**src/rtl/fp_alu_pkg.sv**
```systemverilog
// Shared FP ALU definitions: significand/exponent widths, special exponents
// and the normalizer state encoding.
package fp_alu_pkg;

  localparam int MW = 24;
  localparam int EW = 8;

  localparam logic [EW-1:0] EXP_MAX     = 8'd255;
  localparam logic [EW-1:0] EXP_INF_OVF = 8'd254;

  typedef enum logic [1:0] {
    IDLE  = 2'd0,
    SHIFT = 2'd1,
    DONE  = 2'd2
  } state_t;

endpackage

```
**src/rtl/lzc24.sv**
```systemverilog
// Combinational 24-bit leading-zero counter; an all-zero input yields 24.
module lzc24 (
  input  logic [23:0] value,
  output logic [4:0]  count
);

  // Scan upward so the highest set bit makes the final assignment.
  always_comb begin
    count = 5'd24;
    for (int i = 0; i < 24; i++) begin
      if (value[i]) begin
        count = 5'(23 - i);
      end
    end
  end

endmodule

```
**src/rtl/fp_normalizer.sv**
```systemverilog
// Post-add/subtract normalizer: takes the 25-bit raw significand sum and the
// tentative exponent, left-shifts until the hidden bit is set, and reports
// carry, zero, Inf/NaN, underflow and overflow cases.
// Optional build macro FP_NORM_LZC_FAST_EN: resolve the whole left shift in
// a single cycle using a leading-zero counter instead of one bit per cycle.
module fp_normalizer
  import fp_alu_pkg::*;
(
  input  logic          clk,
  input  logic          reset,
  input  logic          load,
  input  logic [MW:0]   mant_in,
  input  logic [EW-1:0] exp_in,
  output logic [MW-1:0] mant_out,
  output logic [EW-1:0] exp_out,
  output logic          busy,
  output logic          done,
  output logic          overflow,
  output logic          underflow
);

  state_t        state, state_nxt;
  logic [MW-1:0] mant_nxt;
  logic [EW-1:0] exp_nxt;
  logic          ovf_nxt, udf_nxt;

`ifdef FP_NORM_LZC_FAST_EN
  logic [4:0]    lz;
  logic [EW-1:0] lz_ext, exp_m1, shamt;

  lzc24 u_lzc (
    .value (mant_out),
    .count (lz)
  );

  assign lz_ext = {{(EW-5){1'b0}}, lz};
  assign exp_m1 = exp_out - 8'd1;
  assign shamt  = (lz_ext < exp_m1) ? lz_ext : exp_m1;
`endif

  assign busy = (state == SHIFT) || (state == DONE);
  assign done = (state == DONE);

  // State and result registers; reset wipes any partial result.
  always_ff @(posedge clk or posedge reset) begin
    if (reset) begin
      state     <= IDLE;
      mant_out  <= '0;
      exp_out   <= '0;
      overflow  <= 1'b0;
      underflow <= 1'b0;
    end else begin
      state     <= state_nxt;
      mant_out  <= mant_nxt;
      exp_out   <= exp_nxt;
      overflow  <= ovf_nxt;
      underflow <= udf_nxt;
    end
  end

  // Next-state and datapath decode; everything holds unless a case updates it.
  always_comb begin
    state_nxt = state;
    mant_nxt  = mant_out;
    exp_nxt   = exp_out;
    ovf_nxt   = overflow;
    udf_nxt   = underflow;
    case (state)
      IDLE: begin
        if (load) begin
          ovf_nxt   = 1'b0;
          udf_nxt   = 1'b0;
          state_nxt = DONE;
          if (exp_in == EXP_MAX) begin
            mant_nxt = mant_in[MW-1:0];
            exp_nxt  = EXP_MAX;
          end else if (mant_in == '0) begin
            mant_nxt = '0;
            exp_nxt  = '0;
          end else if (mant_in[MW]) begin
            if (exp_in == EXP_INF_OVF) begin
              mant_nxt = '0;
              exp_nxt  = EXP_MAX;
              ovf_nxt  = 1'b1;
            end else begin
              mant_nxt = mant_in[MW:1];
              exp_nxt  = exp_in + 8'd1;
            end
          end else begin
            mant_nxt  = mant_in[MW-1:0];
            exp_nxt   = exp_in;
            state_nxt = SHIFT;
          end
        end
      end
      SHIFT: begin
`ifdef FP_NORM_LZC_FAST_EN
        state_nxt = DONE;
        if (lz != 5'd0) begin
          if (exp_out <= 8'd1) begin
            exp_nxt = '0;
            udf_nxt = 1'b1;
          end else begin
            mant_nxt = mant_out << shamt;
            if (lz_ext > exp_m1) begin
              exp_nxt = '0;
              udf_nxt = 1'b1;
            end else begin
              exp_nxt = exp_out - shamt;
            end
          end
        end
`else
        if (mant_out[MW-1]) begin
          state_nxt = DONE;
        end else if (exp_out <= 8'd1) begin
          udf_nxt   = 1'b1;
          exp_nxt   = '0;
          state_nxt = DONE;
        end else begin
          mant_nxt = {mant_out[MW-2:0], 1'b0};
          exp_nxt  = exp_out - 8'd1;
        end
`endif
      end
      DONE: begin
        state_nxt = IDLE;
      end
      default: begin
        state_nxt = IDLE;
      end
    endcase
  end

endmodule
```
**config.mk**
```make
export PLATFORM = sky130hd
export DESIGN_NAME = fp_normalizer
export DESIGN_NICKNAME = d
export VERILOG_FILES = /design/src/rtl/fp_alu_pkg.sv /design/src/rtl/lzc24.sv /design/src/rtl/fp_normalizer.sv
export SDC_FILE = /design/constraint.sdc
export NUM_CORES = 1
export LEC_CHECK = 0
export ABC_AREA = 1
export CORE_MARGIN = 2
export CORE_UTILIZATION = 53
export DETAILED_ROUTE_END_ITERATION = 12
export PLACE_DENSITY = 0.86
export SLEW_MARGIN = 10
export SYNTH_ARGS = -nofsm -noshare
export SYNTH_HDL_FRONTEND = slang
export SYNTH_HIERARCHICAL = 1
export SYNTH_SLANG_ARGS = --single-unit
```
**constraint.sdc**
```tcl
create_clock -name clk -period 4.73 [get_ports clk]
set_clock_uncertainty 0.2 [all_clocks]
set_input_delay 0.946 -clock clk [delete_from_list [all_inputs] [get_ports clk]]
set_output_delay 0.946 -clock clk [all_outputs]
set_load 0.05 [all_outputs]
```
; ---- After elaboration in Yosys (flattened, before gate mapping)
; Index checks and enable logic that the tools add are counted.
[word_totals]
reg_bits = 36
in_bits = 36
output_inout_bits = 36
wordCells = 59
[classes]
add_sub_neg = 2
magnitude_cmp = 1
eq_ne = 9
muxes = 31
reduce_logical = 10
[ops]
columns = op, n
row1 = $mux 24, 7
row2 = $mux 8, 7
row3 = $pmux 24 s2, 1
row4 = $logic_not 25->1, 1
row5 = $eq 8x8->1 const B, 2
row6 = $pmux 8 s2, 1
row7 = $mux 2, 6
row8 = $add 8x1->8 const B, 1
row9 = $le 8x1->1 const B, 1
row10 = $reduce_and 4->1, 2
row11 = $sub 8x1->8 const B, 1
row12 = $mux 1, 7
row13 = $ne 2x2->1 const B, 3
row14 = $reduce_and 2->1, 3
row15 = $pmux 2 s2, 1
row16 = $ne 3x2->1 const B, 1
row17 = $reduce_and 3->1, 1
row18 = $eq 2x1->1 const B, 1
row19 = $eq 2x2->1 const B, 1
row20 = $logic_not 2->1, 1
row21 = $ne 2x1->1 const B, 1
row22 = $pmux 1 s2, 1
row23 = $reduce_bool 2->1, 1
row24 = $logic_or 1x1->1, 1

; ---- Longest topological paths before layout
[logic_depth]
depth_word = 7
mapped_depth = 12
mapped_depth_nobuf = 11

; ---- Worst setup path before layout
; OpenSTA, ideal clock, no wires.
[synth_path]
path_type = input to register
from = input port exp_in[0]
to = register mant_out[4]
setup_time_ns = 0.119
arrival_time_ns = 1.995
path_slack_ns = 2.417
path_stages = 10
n_path_buf = 1
cell_sequence = ha_1 > nand3_1 > inv_1 > nand2_1 > nand2_2 > buf_2 > nand2_1 > o21ai_0 > a21oi_1 > nor2_1
[synth_via]
elab_chain_cells = 7
word_cells_on_any_way = 8
classes_between = 2 x eq/ne / 6 x mux
[synth_lines]
columns = element, line
row1 = start: declaration, fp_normalizer.sv:13  ; input logic [EW-1:0] exp_in,
row2 = $eq 8x8->1, fp_normalizer.sv:81  ; if (exp_in == EXP_INF_OVF) begin
row3 = $mux 24, fp_normalizer.sv:81
row4 = $mux 24, fp_normalizer.sv:80  ; end else if (mant_in[MW]) begin
row5 = $mux 24, fp_normalizer.sv:77  ; end else if (mant_in == '0) begin
row6 = $mux 24 (*), fp_normalizer.sv:74  ; if (exp_in == EXP_MAX) begin
row7 = $mux 24 (*), fp_normalizer.sv:70  ; if (load) begin
row8 = $pmux 24 s2 (*), fp_normalizer.sv:68  ; case (state)
row9 = end signal: assignment, fp_normalizer.sv:54  ; mant_out <= mant_nxt;
row10 = end: declaration, fp_normalizer.sv:14  ; output logic [MW-1:0] mant_out,
; Every way passes the cells marked *; elsewhere a longest branch is shown, timed or not. The select of a mux whose other input is x is not followed.
; A chain may end at the register's enable or synchronous reset.

; ---- Final worst setup path
[layout_path]
from = register state[1]
to = register mant_out[21]
[layout_via]
elab_chain_cells = 3
word_cells_on_any_way = 8
classes_between = 4 x eq/ne / 1 x mux / 3 x reduce/logical
[layout_lines]
columns = element, line
row1 = start: declaration, fp_normalizer.sv:22  ; state_t state, state_nxt;
row2 = start signal: assignment, fp_normalizer.sv:53  ; state <= state_nxt;
row3 = $eq 2x1->1 or $logic_not 2->1 (tied branches), fp_normalizer.sv:68
row4 = $ne 2x2->1 (no line) or $reduce_bool 2->1 (tied branches), -
row5 = $reduce_and 4->1 (no line), -
; Several ways; a longest one is shown, not always the timed one.

==> flow_summary.ini <==
[placement]
post_dp_cell_area_um2 = 3453
routabilityCongestion = 0.8602
numPortBuffers = 71
hpwl_um = 5249
pre_cts_ws_ps = 1451

[yosys]
avgSynthCellArea_um2 = 6.180
netlist.area_leader.share_pct = 32.98
ys_seq_area_share_pct = 32.98
synth_top_area_cell = dfrtp_1
netlist_area_um2 = 2731
yosys_warnings = 6
syn_inst = 442
synth_area_leaders = dfrtp_1, nand2_1, nor2_1
syn_nets = 485
synth_cell_types = 26
ys_seq_elements = 36

[timing]
setup_viol = 0
max_slew.worst_pin.slew_ps = 798.8
finalMaxSlewViolations = 0
min_period_over_period_pct = 64.90
maxSlewHeadroom_pct = 46.63
post-route-min-period_ps = 3070
rsz0062_at_grt = false
setup-tns-final_ps = 0
fin_ws_ps = 1660
hold_viol_final = 0
max_freq_ghz = 0.3258

[floorplan]
ioPinCount = 72
die_h_um = 75.79
placementRows = 26
die_x_um = 75.79
start_util_pct = 54.17
dieArea_um2 = 5744
core-area_um2 = 5042

[power]
leakage_nw = 1.696
irDropWorstVdd_uv = 541.5
p_per_area_nw_per_um2 = 689.6

[cts]
post-cts-setup-buffers = 0
cts_buffers = 5
post_cts_resized = 0
cts_tree = yes
root_buffer = clkbuf_8
clock_latency_ps = 290
clk_path_buf_depth = 2
htree_levels = 2
hold_buffers = 0
path_clk_slew_ps = 80
cts_num_sinks = 36

[critical_path]
critPathArrivalTime_ps = 3060
cp-end-kind = register
crit_slowest_cell = a21oi_4
required_ps = 4720
worst_setup_path_start_kind = register
critical_path.cell_chain = inv_1 -> ha_1 -> inv_2 -> o21ai_2 -> nand2_2 -> a21oi_4 -> buf_4 -> nand2_1 -> a21oi_1 -> nor2_1
cpPeakStageDelay_ps = 630
crit_fanout = 33
worstSetupPathType = register to register

[finish]
area_growth_pct = 30.51
postLayoutCellArea_um2 = 3565
finalNetCount = 548
final_core_util_pct = 70.69
n_antenna_cell = 0
drive_above_1_share_pct = 3.360

[drt]
routedWlPerCell_um = 12.60
drcViolationCount = 0
antenna_left = 0
vias_per_cell = 5.208
drtIter0Drc = 315
vias = 3000
drt_wl_total_um = 7259
first_pass_iters = 5

[flow_run]
drv_cap = 0

[global_route]
grt_pass1_vias = 2561
grt_pass1_wl_um = 11790
grt_usage_pct = 26.63
grt_overflow = 0
antenna_found_initial = 0
grt_max_degree = 47

[hold_path]
hold_path.class = register to register

[outcome]
outcome = finished clean
==> final timing paths <==
path | start | to | slack [ps] | cells after the start
worst max-delay path | state[1] | mant_out[21] | 1660 | 10
worst min-delay path | overflow | overflow | 300 | 2
worst max register to register | state[1] | mant_out[21] | 1660 | 10
worst min register to register | overflow | overflow | 300 | 2
max in group asynchronous | reset | underflow | 3130 | 3
min in group asynchronous | reset | exp_out[7] | 860 | 3
==> layout make-up <==
type	instances	area, µm²
Multi-Input combinational cell	346	1574
Inverter	42	157.7
Sequential cell	36	900.9
Fill cell	417	1478
Tap cell	70	87.58
Timing Repair Buffer	74	733.2
Clock buffer	5	68.82
Clock inverter	3	42.54
==> layout by cell type (no fill, tap or decap), drive strengths merged <==
master         instances
xnor2                  3
clkbuf                 5
o21ai                 31
o31ai                  1
inv                   42
nor2                  91
ha                     7
nand3b                 1
nand2                125
a21oi                 35
buf                    3
clkdlybuf4s50         71
xor2                   3
nand4                  3
o211ai                 1
dfrtp                 36
clkinv                 1
o21bai                 1
clkinvlp               1
nand3                 43
o22ai                  1
bufinv                 1
==> synthesized netlist by cell type <==
cell type / count
nand2_2: 2
o21ai_2: 1
nand4_1: 3
clkbuf_2: 1
nor2_1: 90
clkbuf_1: 7
nand2_1: 123
a21oi_1: 34
xnor2_1: 3
inv_2: 1
inv_1: 41
o211ai_1: 1
o21ai_0: 30
ha_1: 7
a21oi_4: 1
o31ai_1: 1
xor2_1: 3
buf_4: 2
o21bai_1: 1
buf_6: 2
buf_2: 6
dfrtp_1: 36
o22ai_1: 1
nand3_1: 43
nand3b_1: 1
nor2_2: 1
==> cell families after synthesis <==
group	share of synthesized area, %
AND/OR/NAND/NOR	38.80
AO/OA/AOI/OAI	13.70
buffers and inverters	9.391
flip-flops	32.98
adder cells (fa/ha/maj)	3.206
XOR/XNOR	1.924
==> routing by layer <==
metal	track usage [%]	wire length (µm)
met3	5.820	506
met5	0	0
met2	41.38	3441
met4	9.747	112
met1	36.41	3199
==> worst max-delay path: cells and delay by family (launching register included) <==
kind	cells	cell delay, ps
flip-flops	1	400
buffers and inverters	3	710
adder cells (fa/ha/maj)	1	350
AND/OR/NAND/NOR	3	250
AO/OA/AOI/OAI	3	1030
==> through the flow <==
stage          hold WS (ps)  power (mW)  std cells
2_1_floorplan         274.6       1.722        442
3_5_place_dp          274.2       2.179        568
3_3_place_gp          298.5       2.143        568
5_1_grt               329.3       2.629        576
4_1_cts               301.9       2.462        576
6_report              302.2       2.458        576
==> where the power goes <==
group | switching, mW | internal, mW
sequential | 0.147 | 0.460
combinational | 1.07 | 0.512
clock | 0.115 | 0.156
==> state kept, by name, indices dropped and copies added, names as in the netlist <==
signal,count
underflow,1
state,2
overflow,1
exp_out,8
mant_out,24
Power figures use the tool's default switching activity.
